$ cat src/rtl/pipeline_ctrl_pkg.sv
// Shared types and constants for the pipeline stall/flush sequencer.
package pipeline_ctrl_pkg;

  typedef enum logic {
    StRun     = 1'b0,
    StMemWait = 1'b1
  } ctrl_state_e;

  localparam logic [4:0]  RegX0      = 5'd0;
  localparam logic [31:0] FlushInstr = 32'b0;

  // x0 is never a real producer, so a load into it cannot create a hazard.
  function automatic logic load_use_hazard(input logic       mem_read,
                                           input logic [4:0] rd,
                                           input logic [4:0] rs1,
                                           input logic [4:0] rs2);
    return mem_read && (rd != RegX0) && ((rd == rs1) || (rd == rs2));
  endfunction

endpackage

$ cat src/rtl/pipeline_ctrl_if.sv
// Hazard inputs, data-memory handshake and pipeline-register controls.
interface pipeline_ctrl_if;

  logic [4:0] IFID_rs1;
  logic [4:0] IFID_rs2;
  logic       IDEX_MemRead;
  logic [4:0] IDEX_rd;
  logic       branch_taken;
  logic       mem_access;
  logic       mem_ack;
  logic       mem_req;
  logic       PC_we;
  logic       IFID_en;
  logic       IFID_flush;
  logic       IDEX_en;
  logic       IDEX_bubble;
  logic       EXMEM_en;
  logic       MEMWB_en;

  // Sequencer side.
  modport master (
    input  IFID_rs1, IFID_rs2, IDEX_MemRead, IDEX_rd, branch_taken, mem_access, mem_ack,
    output mem_req, PC_we, IFID_en, IFID_flush, IDEX_en, IDEX_bubble, EXMEM_en, MEMWB_en
  );

  // Datapath / data-memory side.
  modport slave (
    output IFID_rs1, IFID_rs2, IDEX_MemRead, IDEX_rd, branch_taken, mem_access, mem_ack,
    input  mem_req, PC_we, IFID_en, IFID_flush, IDEX_en, IDEX_bubble, EXMEM_en, MEMWB_en
  );

endinterface

$ cat src/rtl/pipeline_ctrl_sat_counter.sv
// Saturating up-counter with synchronous clear; clear wins over increment.
module sat_counter #(
  parameter int unsigned      Width = 8,
  parameter logic [Width-1:0] Max   = '1
) (
  input  logic             clk_i,
  input  logic             rst_i,
  input  logic             clear_i,
  input  logic             inc_i,
  output logic [Width-1:0] count_o
);

  logic [Width-1:0] count_q, count_d;

  always_comb begin
    count_d = count_q;
    if (clear_i) begin
      count_d = '0;
    end else if (inc_i && (count_q != Max)) begin
      count_d = count_q + Width'(1);
    end
  end

  always_ff @(posedge clk_i or negedge rst_i) begin
    if (!rst_i) begin
      count_q <= '0;
    end else begin
      count_q <= count_d;
    end
  end

  assign count_o = count_q;

endmodule

$ cat src/rtl/pipeline_ctrl.sv
// Stall/flush sequencer for the 5-stage pipeline with data-memory wait handling.
// Define PIPELINE_CTRL_PERF_EN to build the stall/flush performance counters.
module pipeline_ctrl
  import pipeline_ctrl_pkg::*;
#(
  parameter int unsigned TIMEOUT = 255,
  parameter int unsigned WAIT_W  = 8,
  parameter int unsigned CNT_W   = 32
) (
  input  logic             clk_i,
  input  logic             rst_i,
  pipeline_ctrl_if.master  ctrl,
  output logic             err_o,
  output logic [CNT_W-1:0] stall_cnt_o,
  output logic [CNT_W-1:0] flush_cnt_o
);

  ctrl_state_e       state_q, state_d;
  logic              err_q, err_d;
  logic              wait_clear, wait_inc;
  logic [WAIT_W-1:0] wait_cnt;

  logic mem_req, freeze, hazard;
  logic pc_we, ifid_en, ifid_flush, idex_en, idex_bubble, exmem_en, memwb_en;

  assign hazard = load_use_hazard(ctrl.IDEX_MemRead, ctrl.IDEX_rd, ctrl.IFID_rs1, ctrl.IFID_rs2);

  always_comb begin
    state_d     = state_q;
    mem_req     = 1'b0;
    freeze      = 1'b0;
    wait_clear  = 1'b0;
    wait_inc    = 1'b0;
    pc_we       = 1'b1;
    ifid_en     = 1'b1;
    ifid_flush  = 1'b0;
    idex_en     = 1'b1;
    idex_bubble = 1'b0;
    exmem_en    = 1'b1;
    memwb_en    = 1'b1;

    unique case (state_q)
      StRun: begin
        if (ctrl.mem_access && !ctrl.mem_ack) begin
          mem_req    = 1'b1;
          freeze     = 1'b1;
          wait_clear = 1'b1;
          state_d    = StMemWait;
        end
      end
      StMemWait: begin
        mem_req  = 1'b1;
        wait_inc = 1'b1;
        freeze   = !ctrl.mem_ack;
        if (ctrl.mem_ack) begin
          state_d = StRun;
        end
      end
      default: state_d = StRun;
    endcase

    // A memory freeze masks hazards; the held ID/EX inputs replay them afterwards.
    if (freeze) begin
      pc_we    = 1'b0;
      ifid_en  = 1'b0;
      idex_en  = 1'b0;
      exmem_en = 1'b0;
      memwb_en = 1'b0;
    end else if (hazard) begin
      pc_we       = 1'b0;
      ifid_en     = 1'b0;
      idex_bubble = 1'b1;
    end else if (ctrl.branch_taken) begin
      ifid_flush = 1'b1;
    end
  end

  assign err_d = err_q | (wait_inc && (wait_cnt == WAIT_W'(TIMEOUT - 1)));

  always_ff @(posedge clk_i or negedge rst_i) begin
    if (!rst_i) begin
      state_q <= StRun;
      err_q   <= 1'b0;
    end else begin
      state_q <= state_d;
      err_q   <= err_d;
    end
  end

  sat_counter #(
    .Width (WAIT_W),
    .Max   (WAIT_W'(TIMEOUT))
  ) u_wait_cnt (
    .clk_i   (clk_i),
    .rst_i   (rst_i),
    .clear_i (wait_clear),
    .inc_i   (wait_inc),
    .count_o (wait_cnt)
  );

`ifdef PIPELINE_CTRL_PERF_EN
  sat_counter #(
    .Width (CNT_W)
  ) u_stall_cnt (
    .clk_i   (clk_i),
    .rst_i   (rst_i),
    .clear_i (1'b0),
    .inc_i   (!pc_we),
    .count_o (stall_cnt_o)
  );

  sat_counter #(
    .Width (CNT_W)
  ) u_flush_cnt (
    .clk_i   (clk_i),
    .rst_i   (rst_i),
    .clear_i (1'b0),
    .inc_i   (ifid_flush),
    .count_o (flush_cnt_o)
  );
`else
  assign stall_cnt_o = '0;
  assign flush_cnt_o = '0;
`endif

  assign ctrl.mem_req     = mem_req;
  assign ctrl.PC_we       = pc_we;
  assign ctrl.IFID_en     = ifid_en;
  assign ctrl.IFID_flush  = ifid_flush;
  assign ctrl.IDEX_en     = idex_en;
  assign ctrl.IDEX_bubble = idex_bubble;
  assign ctrl.EXMEM_en    = exmem_en;
  assign ctrl.MEMWB_en    = memwb_en;
  assign err_o            = err_q;

endmodule
$ cat src/flat_wrapper.sv
// flat-port wrapper written by rule: the top's interface ports become plain ports
module pipeline_ctrl_flat import pipeline_ctrl_pkg::*;
#(
  parameter int unsigned TIMEOUT = 255,
  parameter int unsigned WAIT_W  = 8,
  parameter int unsigned CNT_W   = 32
)
  (clk_i, rst_i, err_o, stall_cnt_o, flush_cnt_o, ctrl_IFID_rs1, ctrl_IFID_rs2, ctrl_IDEX_MemRead, ctrl_IDEX_rd, ctrl_branch_taken, ctrl_mem_access, ctrl_mem_ack, ctrl_mem_req, ctrl_PC_we, ctrl_IFID_en, ctrl_IFID_flush, ctrl_IDEX_en, ctrl_IDEX_bubble, ctrl_EXMEM_en, ctrl_MEMWB_en);
  pipeline_ctrl_if ctrl_i ();
  input  logic clk_i;
  input  logic rst_i;
  output logic err_o;
  output logic [CNT_W-1:0] stall_cnt_o;
  output logic [CNT_W-1:0] flush_cnt_o;
  input wire logic [$bits(ctrl_i.IFID_rs1)-1:0] ctrl_IFID_rs1;
  input wire logic [$bits(ctrl_i.IFID_rs2)-1:0] ctrl_IFID_rs2;
  input wire logic [$bits(ctrl_i.IDEX_MemRead)-1:0] ctrl_IDEX_MemRead;
  input wire logic [$bits(ctrl_i.IDEX_rd)-1:0] ctrl_IDEX_rd;
  input wire logic [$bits(ctrl_i.branch_taken)-1:0] ctrl_branch_taken;
  input wire logic [$bits(ctrl_i.mem_access)-1:0] ctrl_mem_access;
  input wire logic [$bits(ctrl_i.mem_ack)-1:0] ctrl_mem_ack;
  output wire logic [$bits(ctrl_i.mem_req)-1:0] ctrl_mem_req;
  output wire logic [$bits(ctrl_i.PC_we)-1:0] ctrl_PC_we;
  output wire logic [$bits(ctrl_i.IFID_en)-1:0] ctrl_IFID_en;
  output wire logic [$bits(ctrl_i.IFID_flush)-1:0] ctrl_IFID_flush;
  output wire logic [$bits(ctrl_i.IDEX_en)-1:0] ctrl_IDEX_en;
  output wire logic [$bits(ctrl_i.IDEX_bubble)-1:0] ctrl_IDEX_bubble;
  output wire logic [$bits(ctrl_i.EXMEM_en)-1:0] ctrl_EXMEM_en;
  output wire logic [$bits(ctrl_i.MEMWB_en)-1:0] ctrl_MEMWB_en;
  assign ctrl_i.IFID_rs1 = ctrl_IFID_rs1;
  assign ctrl_i.IFID_rs2 = ctrl_IFID_rs2;
  assign ctrl_i.IDEX_MemRead = ctrl_IDEX_MemRead;
  assign ctrl_i.IDEX_rd = ctrl_IDEX_rd;
  assign ctrl_i.branch_taken = ctrl_branch_taken;
  assign ctrl_i.mem_access = ctrl_mem_access;
  assign ctrl_i.mem_ack = ctrl_mem_ack;
  assign ctrl_mem_req = ctrl_i.mem_req;
  assign ctrl_PC_we = ctrl_i.PC_we;
  assign ctrl_IFID_en = ctrl_i.IFID_en;
  assign ctrl_IFID_flush = ctrl_i.IFID_flush;
  assign ctrl_IDEX_en = ctrl_i.IDEX_en;
  assign ctrl_IDEX_bubble = ctrl_i.IDEX_bubble;
  assign ctrl_EXMEM_en = ctrl_i.EXMEM_en;
  assign ctrl_MEMWB_en = ctrl_i.MEMWB_en;
  pipeline_ctrl #(.TIMEOUT(TIMEOUT), .WAIT_W(WAIT_W), .CNT_W(CNT_W)) u_core (.clk_i(clk_i), .rst_i(rst_i), .ctrl(ctrl_i), .err_o(err_o), .stall_cnt_o(stall_cnt_o), .flush_cnt_o(flush_cnt_o));
endmodule
$ cat config.mk
export PLATFORM = sky130hd
export DESIGN_NAME = pipeline_ctrl_flat
export DESIGN_NICKNAME = d
export VERILOG_FILES = /design/src/rtl/pipeline_ctrl_pkg.sv /design/src/rtl/pipeline_ctrl_if.sv /design/src/rtl/pipeline_ctrl_sat_counter.sv /design/src/rtl/pipeline_ctrl.sv /design/src/flat_wrapper.sv
export SDC_FILE = /design/constraint.sdc
export NUM_CORES = 1
export LEC_CHECK = 0
export CAP_MARGIN = 5
export CORE_MARGIN = 2
export CORE_UTILIZATION = 36
export DETAILED_ROUTE_END_ITERATION = 10
export DONT_BUFFER_PORTS = 1
export PLACE_DENSITY = 0.6
export SLEW_MARGIN = 25
export SYNTH_ARGS = -nofsm -noshare
export SYNTH_HDL_FRONTEND = slang
export SYNTH_HIERARCHICAL = 1
export SYNTH_SLANG_ARGS = --single-unit
$ cat constraint.sdc
create_clock -name clk_i -period 2.6 [get_ports clk_i]
set_clock_uncertainty 0.2 [all_clocks]
set_input_delay 0.26 -clock clk_i [delete_from_list [all_inputs] [get_ports clk_i]]
set_output_delay 0.26 -clock clk_i [all_outputs]
set_load 0.02 [all_outputs]
==> results.md <==
* Max Cap Viol at 0
* Starting Density at 37.2%
* Htree depth at 1
* Crit path required time at 2.55 ns
* CP Launch Type: register
* Crit. End Element: register
* Post-synthesis cell type count at 36
* Antenna-violating nets left at 0
* Largest delay share family, worst path: flip-flops
* Worst reg-to-reg setup slack at 0.66 ns
* Setup_tns at 0 ns
* Fmax at 516 MHz
* Final Hold Vio Count at 0
* Largest net degree at the start of global routing at 14
* Row count at 21
* Setup violators final at 0
* Clock Root Buffer: clkbuf_4
* Worst Hold Class: input pin to async pin
* Area growth syn-to-layout at -11.7%
* Dpl cells at 193
* Slew Viols, Final at 0
* Die Ht at 62.2 µm
* Global-route wire length before repair at 2790 µm
* Ant. Diodes at 0
* Pwr Density at 469 nW/µm²
* Iteration-0 DRC count of the detailed router at 14
* Die X at 62.2 µm
* Synthesis Warnings at 6
* Core footprint at 3280 µm²
* Slowest stage delay, CP at 0.43 ns
* Clock Sinks at 10
* CP cell instances: ha_1 -> and4_2 -> a21boi_1 -> mux2_2
* Grt ovf at 0
* Fin crit share at 74.6%
* Area of the mapped netlist at 1220 µm²
* Routed WL at 1820 µm
* Critical Path AT at 1.89 ns
* Power share of the clock group at 20.4%
* Port Buffer Count at 0
* LEAKAGE at 0.535 nW
* DRC violations left at 0
* Wire per inst at 9.16 µm
* Mapped Cells at 150
* CTS Buf Count at 3
* CTS tree: built
* Ratio of cells with drive above 1 in the final layout at 6.54%
* RSZ-0062 raised after global routing: false
* Status: finished, final reports clean
* Worst setup path category: register to register
* Slowest cell on crit path: dfrtp_1
* Synthesized flop and latch total at 10
* Seq/Total Area, Yosys at 20.5%
* Peak VDD IR at 0.168 mV
* Post_cts resized at 0
* Initial antenna violation count at 0
* Ports at 94
* Most Used Layer, Global Route: met2
* Clock latency on the worst-skew pair at 0.26 ns
* Post-layout min period at 1.94 ns
* Vias after detailed routing at 791
* Vias/cell at 3.97
* CP Max Fanout at 7
* Final Net Count at 177
* Total GRT Usage at 9.08%
* Buffers & Inverters on Critical Path at 0
* M3 GR Usage at 3.44%
* Post-Syn Area per Cell at 8.14 µm²
* GP Congestion at 0.785
* GRT met1 Usage at 10.2%
* Sw frac at 43.7%
* Switch Pwr at 0.221 mW
* TritonRoute pass-1 iters at 4
* Post-detail-place hpwl at 1490 µm
* Vias in the first global route at 652
* Reg power frac at 41.6%
* Fin cells at 199
* Clock Tree Buf Depth at 2
* Gate power share at 38.1%
* Clk pin slew, worst setup/hold paths at 0.06 ns
* Cell-internal power at 0.285 mW
* Routing usage on met2 at 15.6%
* Die Area at 3870 µm²
-- repair_timing --
action	in CTS	in global routing
endpoints found under the hold margin	11	0
setup buffers	0	0
hold buffers	3	0
-- area by class of cell --
type	instances	area [µm²]
fill	370	2210
clock buffer	3	22.5
tap	46	57.6
inverter	3	11.3
sequential	10	250
timing repair buffer	6	52.6
multi-input combinational	131	684
-- registers in the layout, summed over array words and instances, names as in the netlist --
| signal | cells |
|---|---|
| u_core/err_o | 1 |
| u_core/state_q | 1 |
| u_core/u_wait_cnt/count_o | 8 |
-- metal layers --
| layer | wire [µm] | vias up |
|---|---|---|
| li1 | - | 373 |
| met1 | 714 | 358 |
| met2 | 886 | 58 |
| met3 | 200 | 2 |
| met4 | 22 | 0 |
| met5 | 0 | - |
-- logic make-up after synthesis --
group / synth area share (%)
adder cells (fa/ha/maj): 1.02
flip-flops: 20.5
buffers and inverters: 42.8
XOR/XNOR: 7.17
other: 0.307
AND/OR/NAND/NOR: 17.9
AO/OA/AOI/OAI: 7.58
multiplexers: 2.66
-- power groups by stage --
stage	combinational (mW)	sequential, mW	clock [mW]
after CTS	0.192	0.210	0.108
after global routing	0.212	0.213	0.115
after detailed placement	0.185	0.212	0
final	0.193	0.210	0.103
after global placement	0.186	0.211	0
after floorplan	0.249	0.203	0
-- worst paths after layout --
path	from	endpoint	cells past startpoint
worst min-delay path	rst_i	u_core/u_wait_cnt/count_o[4]	1
min in group clk_i	ctrl_mem_access	u_core/u_wait_cnt/count_o[7]	4
worst min register to register	u_core/u_wait_cnt/count_o[7]	u_core/u_wait_cnt/count_o[7]	2
worst max-delay path	u_core/u_wait_cnt/count_o[0]	u_core/u_wait_cnt/count_o[0]	4
max in group asynchronous	rst_i	u_core/u_wait_cnt/count_o[2]	1
worst max register to register	u_core/u_wait_cnt/count_o[0]	u_core/u_wait_cnt/count_o[0]	4
-- metrics by stage --
step	total power [mW]	setup WS, ns	utilization [%]	hold slack (ns)	instance area (µm²)
after floorplan	0.452	0.561	-	-0.236	1460
after global placement	0.396	0.737	31.2	-0.235	1030
after detailed placement	0.397	0.684	31.2	-0.235	1030
after CTS	0.510	0.640	32.8	0.201	1080
after global routing	0.541	0.509	32.8	0.239	1080
final	0.506	0.662	32.8	0.185	1080
-- layout by cell type, fill, tap and decap left out, types with 2 or more instances in the layout --
cell / n
nor2_1: 6
buf_4: 3
nand3_1: 4
nor2b_1: 3
and3_1: 2
dlygate4sd3_1: 3
xnor2_1: 10
clkbuf_4: 3
inv_1: 3
nand2b_1: 5
mux2_2: 2
nor3_1: 4
a21oi_1: 5
nand2_1: 6
dfrtp_1: 10
conb_1: 64
-- cells in the mapped netlist (all sizes together) --
library cell | count | area share [%]
buf | 68 | 42
dfrtp | 10 | 20
xnor2 | 10 | 7.2
nand2 | 6 | 1.8
nor2 | 6 | 1.8
a21oi | 5 | 2.0
nand2b | 5 | 2.6
nand3 | 5 | 2.5
nor3 | 4 | 1.6
inv | 3 | 0.92
nor2b | 3 | 1.5
and3 | 2 | 1.0
and4 | 2 | 1.5
mux2 | 2 | 1.8
a2111oi | 1 | 0.72
a211oi | 1 | 0.61
a21boi | 1 | 0.61
a31oi | 1 | 0.51
a41o | 1 | 0.82
a41oi | 1 | 0.72
clkbuf | 1 | 0.31
conb | 1 | 0.31
ha | 1 | 1.0
mux2i | 1 | 0.82
nand4 | 1 | 0.51
nand4b | 1 | 0.72
nor3b | 1 | 0.61
nor4 | 1 | 0.51
o21a | 1 | 0.61
o21ai | 1 | 0.41
o22ai | 1 | 0.51
or3 | 1 | 0.51
or4 | 1 | 0.61
No activity file was read; power rests on OpenSTA's default activity.
